## config.mk

```make
export PLATFORM = sky130hd
export DESIGN_NAME = uart_rx
export DESIGN_NICKNAME = d
export VERILOG_FILES = /design/src/rtl/uart_pkg.sv /design/src/rtl/sync_2ff.sv /design/src/rtl/uart_rx.sv
export SDC_FILE = /design/constraint.sdc
export NUM_CORES = 1
export LEC_CHECK = 0
export BUFFER_PORTS_ARGS = -buffer_cell sky130_fd_sc_hd__buf_2
export CORE_MARGIN = 3
export CORE_UTILIZATION = 35
export CTS_BUF_LIST = sky130_fd_sc_hd__clkbuf_8
export CTS_CLUSTER_SIZE = 40
export DETAILED_ROUTE_END_ITERATION = 10
export GPL_ROUTABILITY_DRIVEN = 1
export GPL_TIMING_DRIVEN = 0
export SYNTH_ARGS = -nofsm -noshare
export SYNTH_HDL_FRONTEND = slang
export SYNTH_SLANG_ARGS = --single-unit
```

## constraint.sdc

```tcl
create_clock -name clk -period 1.9 [get_ports clk]
set_clock_uncertainty 0.1 [all_clocks]
set_input_delay 0.19 -clock clk [delete_from_list [all_inputs] [get_ports clk]]
set_output_delay 0.19 -clock clk [all_outputs]
set_load 0.01 [all_outputs]
```

## src/rtl/uart_pkg.sv

```systemverilog
// Shared UART definitions: state encoding, default bit timing and the
// majority vote used for mid-bit sampling. The TX side imports this too.
package uart_pkg;

   localparam int CLKS_PER_BIT_DEF = 434;  // 50 MHz / 115200

   typedef logic [1:0] uart_state_t;
   localparam uart_state_t IDLE  = 2'd0;
   localparam uart_state_t START = 2'd1;
   localparam uart_state_t DATA  = 2'd2;
   localparam uart_state_t STOP  = 2'd3;

   function automatic logic maj3(input logic a, input logic b, input logic c);
      return (a & b) | (a & c) | (b & c);
   endfunction

endpackage

```

## src/rtl/sync_2ff.sv

```systemverilog
// Generic two-flop synchronizer for a single asynchronous bit.
module sync_2ff #(
   parameter logic RST_VAL = 1'b0
) (
   input  logic clk,
   input  logic rst_n,
   input  logic d,
   output logic q
);

   logic meta;

   always_ff @(posedge clk or negedge rst_n) begin
      if (!rst_n) begin
         meta <= RST_VAL;
         q    <= RST_VAL;
      end else begin
         meta <= d;
         q    <= meta;
      end
   end

endmodule

```

## src/rtl/uart_rx.sv

```systemverilog
// 8N1 UART receiver: majority-voted mid-bit sampling, one-cycle strobe per
// good byte, framing errors flagged and the byte dropped.
module uart_rx
   import uart_pkg::*;
#(
   parameter int CLKS_PER_BIT = CLKS_PER_BIT_DEF
) (
   input  logic       clk,
   input  logic       rst_n,
   input  logic       rx,
   output logic [7:0] rx_data,
   output logic       rx_valid,
   output logic       frame_err,
   output logic       rx_busy
);

   localparam int HALF = CLKS_PER_BIT / 2;
   localparam int CW   = $clog2(CLKS_PER_BIT);

   localparam logic [CW-1:0] C_LAST = CW'(CLKS_PER_BIT - 1);
   localparam logic [CW-1:0] C_V0   = CW'(HALF - 1);
   localparam logic [CW-1:0] C_V1   = CW'(HALF);
   localparam logic [CW-1:0] C_DEC  = CW'(HALF + 1);

   if (CLKS_PER_BIT < 8) begin : g_bad_cfg
      $error("uart_rx: CLKS_PER_BIT must be >= 8");
   end

   logic          rx_s;
   uart_state_t   state;
   logic [CW-1:0] cnt;
   logic [2:0]    idx;
   logic [7:0]    shreg;
   logic          v0, v1;
   logic          armed;
   logic [1:0]    primed;
   logic          vote, wrap, dec;

   sync_2ff #(.RST_VAL(1'b1)) u_sync (
      .clk   (clk),
      .rst_n (rst_n),
      .d     (rx),
      .q     (rx_s)
   );

   assign vote = maj3(v0, v1, rx_s);
   assign wrap = (cnt == C_LAST);
   assign dec  = (cnt == C_DEC);

   always_ff @(posedge clk or negedge rst_n) begin
      if (!rst_n) begin
         state     <= IDLE;
         cnt       <= '0;
         idx       <= '0;
         shreg     <= '0;
         v0        <= 1'b1;
         v1        <= 1'b1;
         armed     <= 1'b0;
         primed    <= '0;
         rx_data   <= '0;
         rx_valid  <= 1'b0;
         frame_err <= 1'b0;
         rx_busy   <= 1'b0;
      end else begin
         rx_valid  <= 1'b0;
         frame_err <= 1'b0;
         // The sync flops leave reset at 1; that value must not arm us, only a real line high may.
         primed    <= {primed[0], 1'b1};
         if (cnt == C_V0) v0 <= rx_s;
         if (cnt == C_V1) v1 <= rx_s;

         case (state)
            IDLE: begin
               cnt <= '0;
               if (rx_s && primed[1]) armed <= 1'b1;
               // The detect cycle is cnt 0 of the start bit, so the counter resumes at 1.
               if (armed && !rx_s) begin
                  cnt     <= CW'(1);
                  state   <= START;
                  rx_busy <= 1'b1;
               end
            end
            START: begin
               cnt <= wrap ? '0 : cnt + 1'b1;
               if (dec && vote) begin
                  state   <= IDLE;
                  rx_busy <= 1'b0;
               end else if (wrap) begin
                  state <= DATA;
                  idx   <= '0;
               end
            end
            DATA: begin
               cnt <= wrap ? '0 : cnt + 1'b1;
               if (dec) shreg[idx] <= vote;
               if (wrap) begin
                  idx <= idx + 3'd1;
                  if (idx == 3'd7) state <= STOP;
               end
            end
            STOP: begin
               cnt <= wrap ? '0 : cnt + 1'b1;
               // Finish at mid-stop so a start edge half a bit later is still seen.
               if (dec) begin
                  state   <= IDLE;
                  rx_busy <= 1'b0;
                  cnt     <= '0;
                  if (vote) begin
                     rx_data  <= shreg;
                     rx_valid <= 1'b1;
                  end else begin
                     frame_err <= 1'b1;
                     armed     <= 1'b0;
                  end
               end
            end
            default: state <= IDLE;
         endcase
      end
   end

endmodule

```

==> flow_metrics.tcl, run 1 <==
set metrics [dict create \
    run_status "complete, no violations" \
    top_layer "met4" \
    cp_top_family "simple AND/OR/NAND/NOR gates" \
    clock_sinks 40 \
    ys_ff_latch 40 \
    cts_htree_levels 2 \
    postSynthAreaPerCell_um2 12.06 \
    max_stage_delay_ns 0.41 \
    slew_violations 0 \
    drive_gt1_share_pct 33.86 \
    final-setup-viol-count 0 \
    synthFlopType "dfrtp_1" \
    grt_pass1_vias 1235 \
    synth.most_common_cell "dfrtp_1" \
    ys_seq_area_share_pct 51.51 \
    finalWorstSetupSlack_ns 0.03467 \
    grt_setup_unrepaired "true" \
    antenna_cells 0 \
    synthCells 162 \
    vdd_drop_max_mv 0.6174 \
    yosysWarnings 0 \
    fmax_ghz 0.5361 \
    antenna_found_initial 0 \
    cts_tree "built" \
    numPortBuffers 13 \
    critPathArrivalTime_ns 1.95 \
    layout.nets 203 \
    powerDensity_nw_per_um2 904.7 \
    synth_top_area_share_pct 46.12 \
    num_rows 26 \
    crit_type "reg -> reg" \
    dr.pass1.iters 4 \
    clk_pin_slew_ns 0.09 \
    crit_chain "inv_2, ha_1, and4bb_4, nand4_1, nor3_2, mux2_4" \
    slew_headroom_pct 41.35 \
    wl_met3_um 106 \
    crit_path_end_kind "register" \
    synth-edff-count 0 \
    dp_hpwl_um 2181 \
    root_buffer "clkbuf_8" \
    clockBufferDepth 2 \
    grt_remaining_overflow 0 \
    coreArea_um2 5238 \
    grt_max_degree 41 \
    synth_top_area_cell "dfrtp_1" \
    wl_per_cell_um 13.21 \
    dpl_cell_area_um2 2106 \
    fillers 496 \
    wirelength_met1_um 1730 \
    viasPerCell 4.919 \
    start_kind "register" \
    wl_um 3422 \
    cts-buffers-inserted 5 \
    die_x_um 80.70 \
    design_area_um2 2336 \
    seq_area_um2 1007 \
    ys_top_cells_by_count "dfrtp_1 (36), nor2_1 (18), mux2_2 (16)" \
    period_share_pct 98.18 \
    vias 1274 \
    gp_congestion 0.7947 \
    path_buf_inv 1 \
    clock_latency_ns 0.30 \
    slowest_stage "dfrtp_1" \
    die_h_um 80.70 \
    grt_usage_pct 11.68 \
    syn_area_um2 1953 \
    multi_input_area_um2 952.2 \
    p_leak_nw 1.110 \
    syn2layout_area_growth_pct 19.60 \
    cp_max_fo 5 \
    io_pins 14 \
    async_reset_ff_share_pct 100.0 \
    syn_nets 177 \
    yosys-top-cells-area "dfrtp_1 (46%), mux2_2 (9.2%), ha_1 (7.7%)" \
    hp-class "reg -> reg" \
    hold_violations 0 \
    place_ws_ns -0.1808 \
    die_area_um2 6512 \
    maxCapViolCount 0 \
    start_util_pct 37.29 \
    grt_pass1_wl_um 5865 \
    synth_cell_types 42 \
    worst_slew_pin_slew_ns 0.8797 \
    final.min_clock_period_ns 1.865 \
    worstPathRequired_ns 1.99 \
    drt_iter0_markers 64 \
    drc 0 \
    route.met2.wl_um 1540 \
    drtAntennaViolNets 0 \
]
==> power breakdown <==
group | internal, W | switching [W]
combinational | 0.000191 | 0.000229
sequential | 0.000905 | 0.0000459
clock | 0.000430 | 0.000313
total | 0.00153 | 0.000588
==> layout make-up <==
| type | instances | share of cell area [%] |
|---|---|---|
| Multi-Input combinational cell | 110 | 40.76 |
| Sequential cell | 40 | 43.12 |
| Buffer | 2 | 0.8034 |
| Clock buffer | 6 | 3.535 |
| Inverter | 11 | 1.768 |
| Timing Repair Buffer | 18 | 4.606 |
| Clock inverter | 2 | 1.660 |
| Tap cell | 70 | 3.749 |
==> cell usage in the layout (no fill, tap or decap), types with 4 or more instances in the layout <==
master and instances:
mux2_4 5, xnor2_1 4, dfstp_2 4, dfrtp_1 35, buf_2 13, ha_1 12
clkbuf_8 7, inv_1 9, nand2_1 8, nor2_1 17, mux2_2 11
==> flip-flops by register name, summed over array words and instances (netlist names), 2 cells and up, named ones only <==
| signal | count |
|---|---|
| cnt | 9 |
| idx | 3 |
| primed | 2 |
| rx_data | 8 |
| shreg | 8 |
==> kinds of logic after synthesis <==
kind of cell | count (synthesis) | synth area share, %
AOI/OAI and AO/OA | 17 | 8.009
xor gates and xnor gates | 7 | 3.139
adders and majority gates | 13 | 8.264
buffers and inverters | 13 | 3.011
DFF | 40 | 51.51
muxes | 20 | 11.47
other | 1 | 0.1920
and+or+nand+nor | 51 | 14.41
==> metal layers <==
layer | global-route usage [%] | vias to the layer above
li1 | - | 626
met4 | 4.561 | 0
met2 | 18.13 | 15
met3 | 3.363 | 5
met1 | 15.36 | 628
met5 | 0 | -
==> metrics by stage <==
step           std cells  setup TNS (ns)  utilization, %  hold WS [ns]  power [W]
6_report             259               0           44.60        0.2501   0.002113
5_1_grt              259         -0.3021           44.60        0.2647   0.002242
4_1_cts              256               0           43.24        0.2538   0.002109
3_5_place_dp         245          -1.576           40.21        0.1979   0.001336
3_3_place_gp         245          -1.004           40.21        0.1945   0.001332
2_1_floorplan        162               0               -       -0.2056   0.001231
==> worst register-to-register path: stages (launching register included) <==
cell and delay, ns:
dfrtp_1 0.41, inv_2 0.07, ha_1 0.14, and4bb_4 0.28
nand4_1 0.21, nor3_2 0.24, mux2_4 0.31
==> final timing paths <==
kind	from	end	slack, ns	cells past startpoint
worst max register to register	cnt[0]	shreg[1]	0.03	6
min in group asynchronous	rst_n	shreg[2]	0.45	2
worst max-delay path	cnt[0]	shreg[1]	0.03	6
worst min-delay path	primed[0]	primed[1]	0.25	0
max in group asynchronous	rst_n	cnt[3]	0.64	2
worst min register to register	primed[0]	primed[1]	0.25	0
==> repair_timing <==
action / in CTS / in global routing
hold buffers: 2 / 0
endpoints found under the hold margin: 37 / 0
gates cloned: 0 / 1
setup endpoints to repair: 27 / 26
resized for setup: 4 / 13
pin swaps: 1 / 5
buffers inserted: 1 / 2
Note: power is estimated with default switching activity, not from simulation.
==> run 2, diff against run 1 <==
==> constraint.sdc (replaced) <==
create_clock -name clk -period 1.5 [get_ports clk]
set_clock_uncertainty 0.1 [all_clocks]
set_input_delay 0.15 -clock clk [delete_from_list [all_inputs] [get_ports clk]]
set_output_delay 0.15 -clock clk [all_outputs]
set_load 0.01 [all_outputs]
==> flow_metrics.tcl, run 2 (same netlist as run 1, synthesis figures left out) <==
set metrics [dict create \
    run_status "finished with violations" \
    violations "negative setup slack" \
    num_rows 26 \
    wirelength_met1_um 1731 \
    vias 1336 \
    drt_iter0_markers 53 \
    crit_path_end_kind "register" \
    final-setup-viol-count 34 \
    crit_chain "inv_2, ha_1, and4bb_4, nand4b_1, buf_6, nor2_4, mux2_4" \
    coreArea_um2 5238 \
    period_share_pct 121.6 \
    place_ws_ns -0.5624 \
    grt_usage_pct 13.07 \
    hp-class "reg -> reg" \
    syn2layout_area_growth_pct 25.82 \
    powerDensity_nw_per_um2 1031 \
    multi_input_area_um2 1012 \
    r2r.worst_path.cells 7 \
    dp_hpwl_um 2282 \
    final_cells 271 \
    critPathArrivalTime_ns 1.90 \
    maxCapViolCount 0 \
    grt_remaining_overflow 0 \
    final_common_cell "dfrtp_1" \
    cts-buffers-inserted 5 \
    grt_pass1_vias 1349 \
    start_util_pct 37.29 \
    antenna_found_initial 0 \
    clk_pin_slew_ns 0.07 \
    io_pins 14 \
    top_layer "met4" \
    fmax_ghz 0.5484 \
    top_regs "cnt (9), rx_data (8), shreg (8)" \
    grt_max_degree 41 \
    hold_violations 0 \
    largest_reg_flops 9 \
    max_stage_delay_ns 0.40 \
    fillers 494 \
    final_cell_mix "dfrtp_1 (34), nor2_1 (15), buf_4 (14)" \
    gp_congestion 0.7889 \
    dr.pass1.iters 4 \
    wl_met3_um 127 \
    fin_setup_tns_ns -8.909 \
    clock_sinks 40 \
    vdd_drop_max_mv 0.5351 \
    hold_depth 0 \
    grt_pass1_wl_um 6444 \
    clock_latency_ns 0.30 \
    slowest_stage "dfrtp_1" \
    numPortBuffers 13 \
    root_buffer "clkbuf_8" \
    placed_cells 245 \
    slew_violations 0 \
    p_leak_nw 1.173 \
    die_area_um2 6512 \
    finalWorstSetupSlack_ns -0.3235 \
    worst_slew_pin_slew_ns 0.8914 \
    grt_setup_unrepaired "true" \
    wl_um 3805 \
    die_h_um 80.70 \
    cp_max_fo 5 \
    worstPathRequired_ns 1.58 \
    drc 0 \
    cts_tree "built" \
    cts_htree_levels 2 \
    die_x_um 80.70 \
    largest-register "cnt" \
    route.met2.wl_um 1886 \
    drive_gt1_share_pct 41.29 \
    clockBufferDepth 2 \
    seq_area_um2 1008 \
    drtAntennaViolNets 0 \
    viasPerCell 4.930 \
    layout.nets 215 \
    wl_per_cell_um 14.04 \
    start_kind "register" \
    final.min_clock_period_ns 1.824 \
    slew_headroom_pct 40.58 \
    crit_type "reg -> reg" \
    antenna_cells 0 \
]
==> run 2: cell count changes in the layout (fill, tap and decap cells not counted), moves of 2 or more <==
cell and change:
nor2_4 +3, nor2_1 -2, buf_4 +11, buf_6 +2, mux2_2 -3, inv_1 +2, mux2_4 +3
==> run 2: cell type report <==
| cell class | instances | share of cell area [%] |
|---|---|---|
| Multi-Input combinational cell | 110 | 41.19 |
| Sequential cell | 40 | 41.04 |
| Timing Repair Buffer | 30 | 8.350 |
| Tap cell | 70 | 3.564 |
| Clock buffer | 5 | 2.800 |
| Inverter | 11 | 1.680 |
| Buffer | 2 | 0.8656 |
| Clock inverter | 3 | 0.5092 |
==> run 2: repair_timing <==
item,4_1_cts,5_1_grt
hold buffers,2,0
pin swaps,11,8
buffers inserted,11,4
endpoints found under the setup margin,36,36
cloned,1,0
hold endpoints to repair,37,0
resized for setup,22,9
==> run 2: final timing paths <==
path	startpoint	endpoint	slack, ns
min	primed[0]	primed[1]	0.25
max reg2reg	cnt[0]	shreg[6]	-0.32
min in group asynchronous	rst_n	rx_valid	0.41
max	cnt[0]	shreg[6]	-0.32
max in group asynchronous	rst_n	cnt[2]	0.27
min reg2reg	primed[0]	primed[1]	0.25
==> run 2: worst max-delay path, delay by kind of cell, from the launching register on <==
kind,cells,cell delay [ns]
multiplexers,1,0.29
AND/OR/NAND/NOR,3,0.52
flip-flops,1,0.40
adder cells (fa/ha/maj),1,0.14
buffers and inverters,2,0.25
==> run 2: metal layers <==
layer	track usage (%)	vias up
li1	-	649
met1	16.12	661
met3	3.363	7
met2	21.85	19
met4	5.068	0
met5	0	-
==> run 2: through the flow <==
| step | hold WS (ns) | util, % | cell area, um2 | total power (W) |
|---|---|---|---|---|
| detailed placement | 0.1573 | 40.71 | 2132 | 0.001700 |
| CTS | 0.2540 | 45.70 | 2394 | 0.002516 |
| global route | 0.2624 | 46.92 | 2457 | 0.002685 |
| finish | 0.2494 | 46.92 | 2457 | 0.002534 |
| floorplan | -0.2456 | - | 1979 | 0.001560 |
| global placement | 0.1552 | 40.71 | 2132 | 0.001686 |
==> run 2: power breakdown <==
part	total (W)	internal [W]	switching (W)
Sequential	0.00121	0.00115	0.0000603
Clock	0.000687	0.000313	0.000373
Combinational	0.000640	0.000303	0.000338
Total	0.00253	0.00176	0.000771
